### config.mk
export PLATFORM = sky130hd
export DESIGN_NAME = dram_ddr_rptr_pipe
export DESIGN_NICKNAME = d
export VERILOG_FILES = /design/src/rtl/dram_rptr_pkg.sv /design/src/rtl/dram_rptr_stage.sv /design/src/rtl/dram_ddr_rptr_pipe.sv
export SDC_FILE = /design/constraint.sdc
export NUM_CORES = 2
export LEC_CHECK = 0
export CORE_AREA = 4 4 476 478
export CTS_BUF_LIST = sky130_fd_sc_hd__clkbuf_2
export DETAILED_ROUTE_END_ITERATION = 7
export DIE_AREA = 0 0 480 482
export HOLD_SLACK_MARGIN = 0.06
export PLACE_DENSITY_LB_ADDON = 0.08
export RECOVER_POWER = 100
export SYNTH_ARGS = -nofsm -noshare
export SYNTH_HDL_FRONTEND = slang
export SYNTH_SLANG_ARGS = --single-unit
### constraint.sdc
create_clock -name clk -period 2.95 [get_ports clk]
set_clock_uncertainty 0.05 [all_clocks]
set_input_delay 0.59 -clock clk [delete_from_list [all_inputs] [get_ports clk]]
set_output_delay 0.59 -clock clk [all_outputs]
set_load 0.005 [all_outputs]
### src/rtl/dram_rptr_pkg.sv
// Shared constants for the DDR read/command pointer pipeline: inactive command
// levels, reset values and the legal parameter ranges.
package dram_rptr_pkg;

  localparam logic CMD_L_INACTIVE  = 1'b1;
  localparam logic DRIVE_INACTIVE  = 1'b0;
  localparam logic RST_CKE         = 1'b0;
  localparam logic RST_CLK_ENABLE  = 1'b0;
  localparam logic RST_PAD_CLK_INV = 1'b0;
  localparam logic RST_PAD_ENABLE  = 1'b0;
  localparam logic RST_CH_DISABLED = 1'b1;
  localparam logic RST_VALID       = 1'b0;

  localparam int STAGES_MIN = 1;
  localparam int STAGES_MAX = 4;
  localparam int BURST_MIN  = 2;
  localparam int BURST_MAX  = 8;

  function automatic bit stages_legal(input int n);
    return (n >= STAGES_MIN) && (n <= STAGES_MAX);
  endfunction

  function automatic bit burst_legal(input int n);
    return (n >= BURST_MIN) && (n <= BURST_MAX) && ((n & (n - 1)) == 0);
  endfunction

endpackage

### src/rtl/dram_rptr_stage.sv
// One pipeline register with a parametrised reset value and optional load enable.
module dram_rptr_stage #(
  parameter int           W       = 1,
  parameter logic [W-1:0] RST_VAL = '0,
  parameter bit           USE_EN  = 1'b0
) (
  input  logic         clk,
  input  logic         rst,
  input  logic         en,
  input  logic [W-1:0] d,
  output logic [W-1:0] q
);

  logic [W-1:0] q_r;

  // Stage register: reset to RST_VAL, otherwise load (gated by en when enabled)
  always_ff @(posedge clk) begin
    if (rst) begin
      q_r <= RST_VAL;
    end else if (!USE_EN || en) begin
      q_r <= d;
    end else begin
      q_r <= q_r;
    end
  end

  assign q = q_r;

endmodule

### src/rtl/dram_ddr_rptr_pipe.sv
// Retiming pipeline for DDR pad command/write signals and read-return data,
// with a read-burst beat counter and sticky short-burst detection.
module dram_ddr_rptr_pipe
  import dram_rptr_pkg::*;
#(
  parameter int DATA_W     = 256,
  parameter int ECC_W      = 32,
  parameter int WDATA_W    = 288,
  parameter int ADDR_W     = 15,
  parameter int BANK_W     = 3,
  parameter int CS_W       = 4,
  parameter int PTR_W      = 5,
  parameter int CMD_STAGES = 2,
  parameter int RD_STAGES  = 2,
  parameter int BURST_LEN  = 4,
  localparam int BEAT_W    = $clog2(BURST_LEN)
) (
  input  logic               clk,
  input  logic               rst,
  input  logic               dram_io_cas_l,
  input  logic               dram_io_ras_l,
  input  logic               dram_io_write_en_l,
  input  logic               dram_io_cke,
  input  logic               dram_io_clk_enable,
  input  logic               dram_io_drive_data,
  input  logic               dram_io_drive_enable,
  input  logic               dram_io_pad_clk_inv,
  input  logic               dram_io_pad_enable,
  input  logic               dram_io_channel_disabled,
  input  logic [ADDR_W-1:0]  dram_io_addr,
  input  logic [BANK_W-1:0]  dram_io_bank,
  input  logic [CS_W-1:0]    dram_io_cs_l,
  input  logic [WDATA_W-1:0] dram_io_data_out,
  input  logic [PTR_W-1:0]   dram_io_ptr_clk_inv,
  output logic               dram_io_cas_l_buf,
  output logic               dram_io_ras_l_buf,
  output logic               dram_io_write_en_l_buf,
  output logic               dram_io_cke_buf,
  output logic               dram_io_clk_enable_buf,
  output logic               dram_io_drive_data_buf,
  output logic               dram_io_drive_enable_buf,
  output logic               dram_io_pad_clk_inv_buf,
  output logic               dram_io_pad_enable_buf,
  output logic               dram_io_channel_disabled_buf,
  output logic [ADDR_W-1:0]  dram_io_addr_buf,
  output logic [BANK_W-1:0]  dram_io_bank_buf,
  output logic [CS_W-1:0]    dram_io_cs_l_buf,
  output logic [WDATA_W-1:0] dram_io_data_out_buf,
  output logic [PTR_W-1:0]   dram_io_ptr_clk_inv_buf,
  input  logic               io_dram_data_valid,
  input  logic [DATA_W-1:0]  io_dram_data_in,
  input  logic [ECC_W-1:0]   io_dram_ecc_in,
  output logic               io_dram_data_valid_buf,
  output logic [DATA_W-1:0]  io_dram_data_in_buf,
  output logic [ECC_W-1:0]   io_dram_ecc_in_buf,
  output logic               io_dram_burst_last_buf,
  output logic [BEAT_W-1:0]  rd_beat_cnt,
  input  logic               burst_err_clr,
  output logic               burst_err
);

  if (!stages_legal(CMD_STAGES) || !stages_legal(RD_STAGES) || !burst_legal(BURST_LEN)) begin : g_bad_param
    $error("dram_ddr_rptr_pipe: illegal CMD_STAGES, RD_STAGES or BURST_LEN");
  end

  localparam int CMD_W = 10 + ADDR_W + BANK_W + CS_W + WDATA_W + PTR_W;
  localparam int RD_W  = DATA_W + ECC_W;

  localparam logic [CMD_W-1:0] CMD_RST = {
    CMD_L_INACTIVE, CMD_L_INACTIVE, CMD_L_INACTIVE,
    RST_CKE, RST_CLK_ENABLE, DRIVE_INACTIVE, DRIVE_INACTIVE,
    RST_PAD_CLK_INV, RST_PAD_ENABLE, RST_CH_DISABLED,
    {ADDR_W{1'b0}}, {BANK_W{1'b0}}, {CS_W{1'b1}}, {WDATA_W{1'b0}}, {PTR_W{1'b0}}
  };

  logic              cas_s, ras_s, we_s, drive_data_s, drive_enable_s;
  logic [CS_W-1:0]   cs_s;
  logic [CMD_W-1:0]  cmd_s [CMD_STAGES+1];
  logic              vld_s [RD_STAGES+1];
  logic [RD_W-1:0]   rd_s  [RD_STAGES+1];
  logic [BEAT_W-1:0] beat_cnt_r;
  logic              burst_err_r;

  // A disabled channel is forced to an inactive command before stage 0
  always_comb begin
    cas_s          = dram_io_cas_l;
    ras_s          = dram_io_ras_l;
    we_s           = dram_io_write_en_l;
    cs_s           = dram_io_cs_l;
    drive_data_s   = dram_io_drive_data;
    drive_enable_s = dram_io_drive_enable;
    if (dram_io_channel_disabled) begin
      cas_s          = CMD_L_INACTIVE;
      ras_s          = CMD_L_INACTIVE;
      we_s           = CMD_L_INACTIVE;
      cs_s           = {CS_W{1'b1}};
      drive_data_s   = DRIVE_INACTIVE;
      drive_enable_s = DRIVE_INACTIVE;
    end else begin
      cs_s           = dram_io_cs_l;
    end
  end

  assign cmd_s[0] = {cas_s, ras_s, we_s, dram_io_cke, dram_io_clk_enable,
                     drive_data_s, drive_enable_s, dram_io_pad_clk_inv,
                     dram_io_pad_enable, dram_io_channel_disabled,
                     dram_io_addr, dram_io_bank, cs_s, dram_io_data_out,
                     dram_io_ptr_clk_inv};

  for (genvar i = 0; i < CMD_STAGES; i++) begin : g_cmd
    dram_rptr_stage #(.W(CMD_W), .RST_VAL(CMD_RST), .USE_EN(1'b0)) u_stage (
      .clk(clk), .rst(rst), .en(1'b1), .d(cmd_s[i]), .q(cmd_s[i+1])
    );
  end

  assign {dram_io_cas_l_buf, dram_io_ras_l_buf, dram_io_write_en_l_buf,
          dram_io_cke_buf, dram_io_clk_enable_buf, dram_io_drive_data_buf,
          dram_io_drive_enable_buf, dram_io_pad_clk_inv_buf,
          dram_io_pad_enable_buf, dram_io_channel_disabled_buf,
          dram_io_addr_buf, dram_io_bank_buf, dram_io_cs_l_buf,
          dram_io_data_out_buf, dram_io_ptr_clk_inv_buf} = cmd_s[CMD_STAGES];

  assign vld_s[0] = io_dram_data_valid;
  assign rd_s[0]  = {io_dram_data_in, io_dram_ecc_in};

  // Data stage i loads only alongside the valid bit entering that stage
  for (genvar i = 0; i < RD_STAGES; i++) begin : g_rd
    dram_rptr_stage #(.W(1), .RST_VAL(RST_VALID), .USE_EN(1'b0)) u_vld (
      .clk(clk), .rst(rst), .en(1'b1), .d(vld_s[i]), .q(vld_s[i+1])
    );
    dram_rptr_stage #(.W(RD_W), .RST_VAL({RD_W{1'b0}}), .USE_EN(1'b1)) u_data (
      .clk(clk), .rst(rst), .en(vld_s[i]), .d(rd_s[i]), .q(rd_s[i+1])
    );
  end

  assign io_dram_data_valid_buf                   = vld_s[RD_STAGES];
  assign {io_dram_data_in_buf, io_dram_ecc_in_buf} = rd_s[RD_STAGES];

  // Beat counter wraps naturally since BURST_LEN is a power of two; a gap mid-burst is sticky
  always_ff @(posedge clk) begin
    if (rst) begin
      beat_cnt_r  <= {BEAT_W{1'b0}};
      burst_err_r <= 1'b0;
    end else if (io_dram_data_valid_buf) begin
      beat_cnt_r  <= beat_cnt_r + {{(BEAT_W-1){1'b0}}, 1'b1};
      burst_err_r <= burst_err_r && !burst_err_clr;
    end else if (beat_cnt_r != {BEAT_W{1'b0}}) begin
      beat_cnt_r  <= {BEAT_W{1'b0}};
      burst_err_r <= 1'b1;
    end else begin
      beat_cnt_r  <= beat_cnt_r;
      burst_err_r <= burst_err_r && !burst_err_clr;
    end
  end

  assign rd_beat_cnt            = beat_cnt_r;
  assign burst_err              = burst_err_r;
  assign io_dram_burst_last_buf = io_dram_data_valid_buf &&
                                  (beat_cnt_r == BEAT_W'(BURST_LEN - 1));

endmodule

==> results of run 1 <==
[metrics by stage]
stage	area, µm²	util
after detailed placement	53600	0.242
after global placement	53600	0.242
after floorplan	40500	-
[Yosys cell counts]
cell / number / area (µm²)
sky130_fd_sc_hd__or2_1: 2 / 12.5
sky130_fd_sc_hd__nand2_1: 1 / 3.75
sky130_fd_sc_hd__nand2b_1: 2 / 12.5
sky130_fd_sc_hd__and2_1: 1 / 6.26
sky130_fd_sc_hd__dfxtp_1: 1231 / 24600
sky130_fd_sc_hd__nand3b_1: 2 / 15.0
sky130_fd_sc_hd__or2_2: 8 / 50.1
sky130_fd_sc_hd__nor2_1: 578 / 2170
sky130_fd_sc_hd__buf_6: 60 / 676
sky130_fd_sc_hd__nor2b_1: 634 / 3970
sky130_fd_sc_hd__ha_1: 2 / 25.0
sky130_fd_sc_hd__mux2i_1: 576 / 5770
sky130_fd_sc_hd__buf_4: 342 / 2570
sky130_fd_sc_hd__buf_2: 68 / 340
sky130_fd_sc_hd__clkbuf_1: 46 / 173
sky130_fd_sc_hd__or3_1: 7 / 43.8
sky130_fd_sc_hd__inv_1: 4 / 15.0
sky130_fd_sc_hd__a21oi_1: 3 / 15.0
[cell families after synthesis]
| kind of cell | Yosys count |
|---|---|
| muxes | 576 |
| DFF | 1231 |
| AOI/OAI and AO/OA | 3 |
| and+or+nand+nor | 1235 |
| adders and majority gates | 2 |
| buffers and inverters | 520 |
==> run metrics, run 1 <==
number of cells after detailed placement=7324; Max clock buf depth=4; first error=[ERROR RSZ-0060] Max buffer count reached.; mean cell area of the mapped netlist=11.4 µm²; total nets after synthesis=4186; DP HPWL=125000 µm; total of cells resized after clock tree synthesis=3668; Post-CTS Hold Fix Bufs=1591; DIE WIDTH=480 µm; standard-cell row count=173; share of synthesized cell area in full adder, half adder and majority cells=0.000618; complex-gate fraction of the synthesized area=0.000371; run status=aborted with a tool error; TritonCTS buffer count=379; weighted congestion at the end of routability-driven global placement=0.761; cell area after synthesis=40500 µm²; Synth Area in XOR/XNOR=0; number of storage elements in the synthesis netlist=1231; combinational family with the most area after synthesis=simple AND/OR/NAND/NOR gates; setup bufs post-CTS=17; last stage reached=4_1_cts; mux cell area share after synthesis=0.142; simple-gate area share of the yosys netlist=0.155; starting utilization of the core area=0.183; worst slack at placement=0.822 ns; number of input and output port buffers inserted=1234; sequential-to-total area share from yosys stat=0.608; gate count of the mapped netlist=3567; number of top-level pins=1235; synth warn=0; H-Tree Depth=5; CTS Root Cell=sky130_fd_sc_hd__clkbuf_2; DIE HEIGHT=482 µm; Clock Sinks=1231; post-synth cell types=18
==> run 2, diff against run 1 <==
- CTS_BUF_LIST: sky130_fd_sc_hd__clkbuf_2 -> unset
- HOLD_SLACK_MARGIN: 0.06 -> unset
- PLACE_DENSITY_LB_ADDON: 0.08 -> 0.15
==> run 2 against run 1 <==
Against the previous run:
- the flow now finishes, with violations (capacitance limit, slew limit)
- area after synthesis is the same
- synthesized cell count did not move
==> run metrics, run 2 <==
TritonCTS buffer count=153; final hold vios=0; nature of the critical path endpoint=primary output; mux cell area share after synthesis=0.142; cell with the largest stage delay on the worst path=sky130_fd_sc_hd__clkdlybuf4s50_1; Post-CTS Hold Fix Bufs=0; type of the most critical hold path=input port to flop; Slew Limit Fails=382; total gr overflow=0; Fmax=0.365 GHz; number of enable-type register cells in the synthesized netlist=0; setup TNS after final layout=0 ns; synth warn=0; post-synth cell types=18; global-route wire length before repair=207000 µm; unrepaired setup endpoints after global routing=no; count of maximum capacitance violations=7; clk_lat worst skew=0.76 ns; final critical-path share of the clock period=0.928; count of fill cells added during filler insertion=23.4k; Routed met1 length=58300 µm; combinational family with the most area after synthesis=simple AND/OR/NAND/NOR gates; share of flip-flops with an asynchronous set or reset after synthesis=0; maximum number of pins on one net before global-route repair=86; Critical Path AT=2.10 ns; required time at the worst-slack endpoint=2.31 ns; Synth Area in XOR/XNOR=0; worst slew slack as a fraction of its limit=-0.184; DP HPWL=117000 µm; number of top-level pins=1235; P per Cell Area=676 nW/µm²; Reg clk slew, reported paths=0.05 ns; cell area after synthesis=40500 µm²; run status=complete, but fails checks; detailed-routing iteration count for the pre-antenna-repair pass=4; GR Util All Layers=0.126; initial antenna violation count=86; Max clock buf depth=3; multi-input gate area in the final layout=12100 µm²; drt initial violations=909; static leakage=0.0245 µW; Antenna Violating Nets Remaining=0; mean cell area of the mapped netlist=11.4 µm²; TritonCTS clock tree=built; number of global-route vias before repair=26.7k; DIE WIDTH=480 µm; Clock Sinks=1231; setup violation total in the final timing report=0; Max FO, Critical Path=5; fraction of synthesized cell area taken by the top area cell type=0.608; CTS Root Cell=sky130_fd_sc_hd__clkbuf_16; metal3 WL=18000 µm; post-detailed-route wirelength per cell=19.9 µm; total nets after synthesis=4186; weighted congestion at the end of routability-driven global placement=0.780; setup bufs post-CTS=0; number of storage elements in the synthesis netlist=1231; H-Tree Depth=4; starting utilization of the core area=0.183; top library cells by usage in the layout, fill and taps aside=1230 x sky130_fd_sc_hd__dfxtp_1, 634 x sky130_fd_sc_hd__nor2b_1, 617 x sky130_fd_sc_hd__dlygate4sd3_1, 615 x sky130_fd_sc_hd__clkdlybuf4s50_1, 578 x sky130_fd_sc_hd__nor2_1; Layout Nets=5134; simple-gate area share of the yosys netlist=0.155; WP buf/inv=1; DRC violation count after routing=0; complex-gate fraction of the synthesized area=0.000371; largest incremental delay on the critical path=0.56 ns; number of vias after detailed routing=26.4k; standard-cell row count=173; Primary FF master, synth=sky130_fd_sc_hd__dfxtp_1; wire length reported by the detailed router=152000 µm; number of input and output port buffers inserted=1234; total of cells resized after clock tree synthesis=0; sequential-to-total area share from yosys stat=0.608; leading cell type in the layout, fill and taps excluded=sky130_fd_sc_hd__dfxtp_1; IR Drop Worst-Case VDD=450 µV; Top Family by Delay on Critical Path=buffers and inverters; minimum clock period after layout=2.74 ns; uppermost layer routed=met5; share of synthesized cell area in full adder, half adder and majority cells=0.000618; Worst-Margin Slew=1.78 ns; utilization after layout=0.264; detail-routed via count per cell=3.46; cell accounting for the most synthesized area=sky130_fd_sc_hd__dfxtp_1; area used by sequential logic in the layout=24600 µm²; most common cell in the synthesized netlist=sky130_fd_sc_hd__dfxtp_1; top cell types by occurrence after synthesis=1231 x sky130_fd_sc_hd__dfxtp_1, 634 x sky130_fd_sc_hd__nor2b_1, 578 x sky130_fd_sc_hd__nor2_1, 576 x sky130_fd_sc_hd__mux2i_1, 342 x sky130_fd_sc_hd__buf_4; DIE HEIGHT=482 µm; gate count of the mapped netlist=3567; Core ar.=222000 µm²; Area contributors post-synth=sky130_fd_sc_hd__dfxtp_1 61%, sky130_fd_sc_hd__mux2i_1 14%, sky130_fd_sc_hd__nor2b_1 9.8%, sky130_fd_sc_hd__buf_4 6.3%, sky130_fd_sc_hd__nor2_1 5.4%; detailed route wirelength on metal2=71600 µm; Area growth syn-to-layout=44.5%; fraction of layout cells with a size suffix above 1=0.0609; violated checks=capacitance limit, slew limit; critical-path cell list=ha_1, and2_1, clkdlybuf4s50_1; Setup Crit Path Kind=flop to primary output; die footprint=231000 µm²; max reg flops=650; nature of the critical path startpoint=flop
run 2: layout make-up:
| cell class | count | area share |
|---|---|---|
| Multi-Input combinational cell | 1816 | 0.207 |
| Antenna cell | 29 | 0.00124 |
| Timing Repair Buffer | 1309 | 0.219 |
| Clock inverter | 44 | 0.0109 |
| Tap cell | 2975 | 0.0636 |
| Inverter | 4 | 0.000257 |
| Clock buffer | 229 | 0.0775 |
| Sequential cell | 1231 | 0.421 |
run 2: power breakdown:
group          internal [µW]  leakage [µW]  switching, µW
Clock                  11300       0.00253           7640
Sequential             17400        0.0101            301
Combinational           1710        0.0118           1200
run 2: worst paths after layout:
path                            from  slack, ns                       to  depth (start not counted)
min                              rst       0.30   g_cmd[0].u_stage.q[43]                          2
max reg2reg          g_rd[0].u_vld.q       0.36    g_rd[1].u_data.q[210]                          3
max                   rd_beat_cnt[0]       0.21   io_dram_burst_last_buf                          3
min reg2reg  g_cmd[0].u_stage.q[324]       0.35  g_cmd[1].u_stage.q[324]                          1
run 2: stage by stage:
step	hold slack (ns)	worst slack, ns	instance area, µm²	total power [µW]	std cells
after global placement	0.338	0.816	53800	21200	7335
after floorplan	0.333	1.45	40500	19500	3567
after detailed placement	0.343	0.808	53800	21200	7335
after global routing	0.240	0.0899	58500	41400	7623
after CTS	0.202	0.0963	59000	40700	7608
final	0.300	0.212	58500	39600	7637
run 2: logic make-up (layout without fill, tap and decap cells):
kind of cell    count (synthesis)  after routing
simple gates                 1235           1235
buf+inv                       520           1586
other cells                     0             29
flops                        1231           1231
compound gates                  3              3
fa+ha+maj                       2              2
mux                           576            576
run 2: routing by layer:
layer | vias to the layer above | global-route usage
met5 | - | 0.00143
met4 | 74 | 0.0406
met3 | 294 | 0.0723
met2 | 954 | 0.204
met1 | 12114 | 0.138
li1 | 12959 | -
Note: power is estimated with default switching activity, not from simulation.
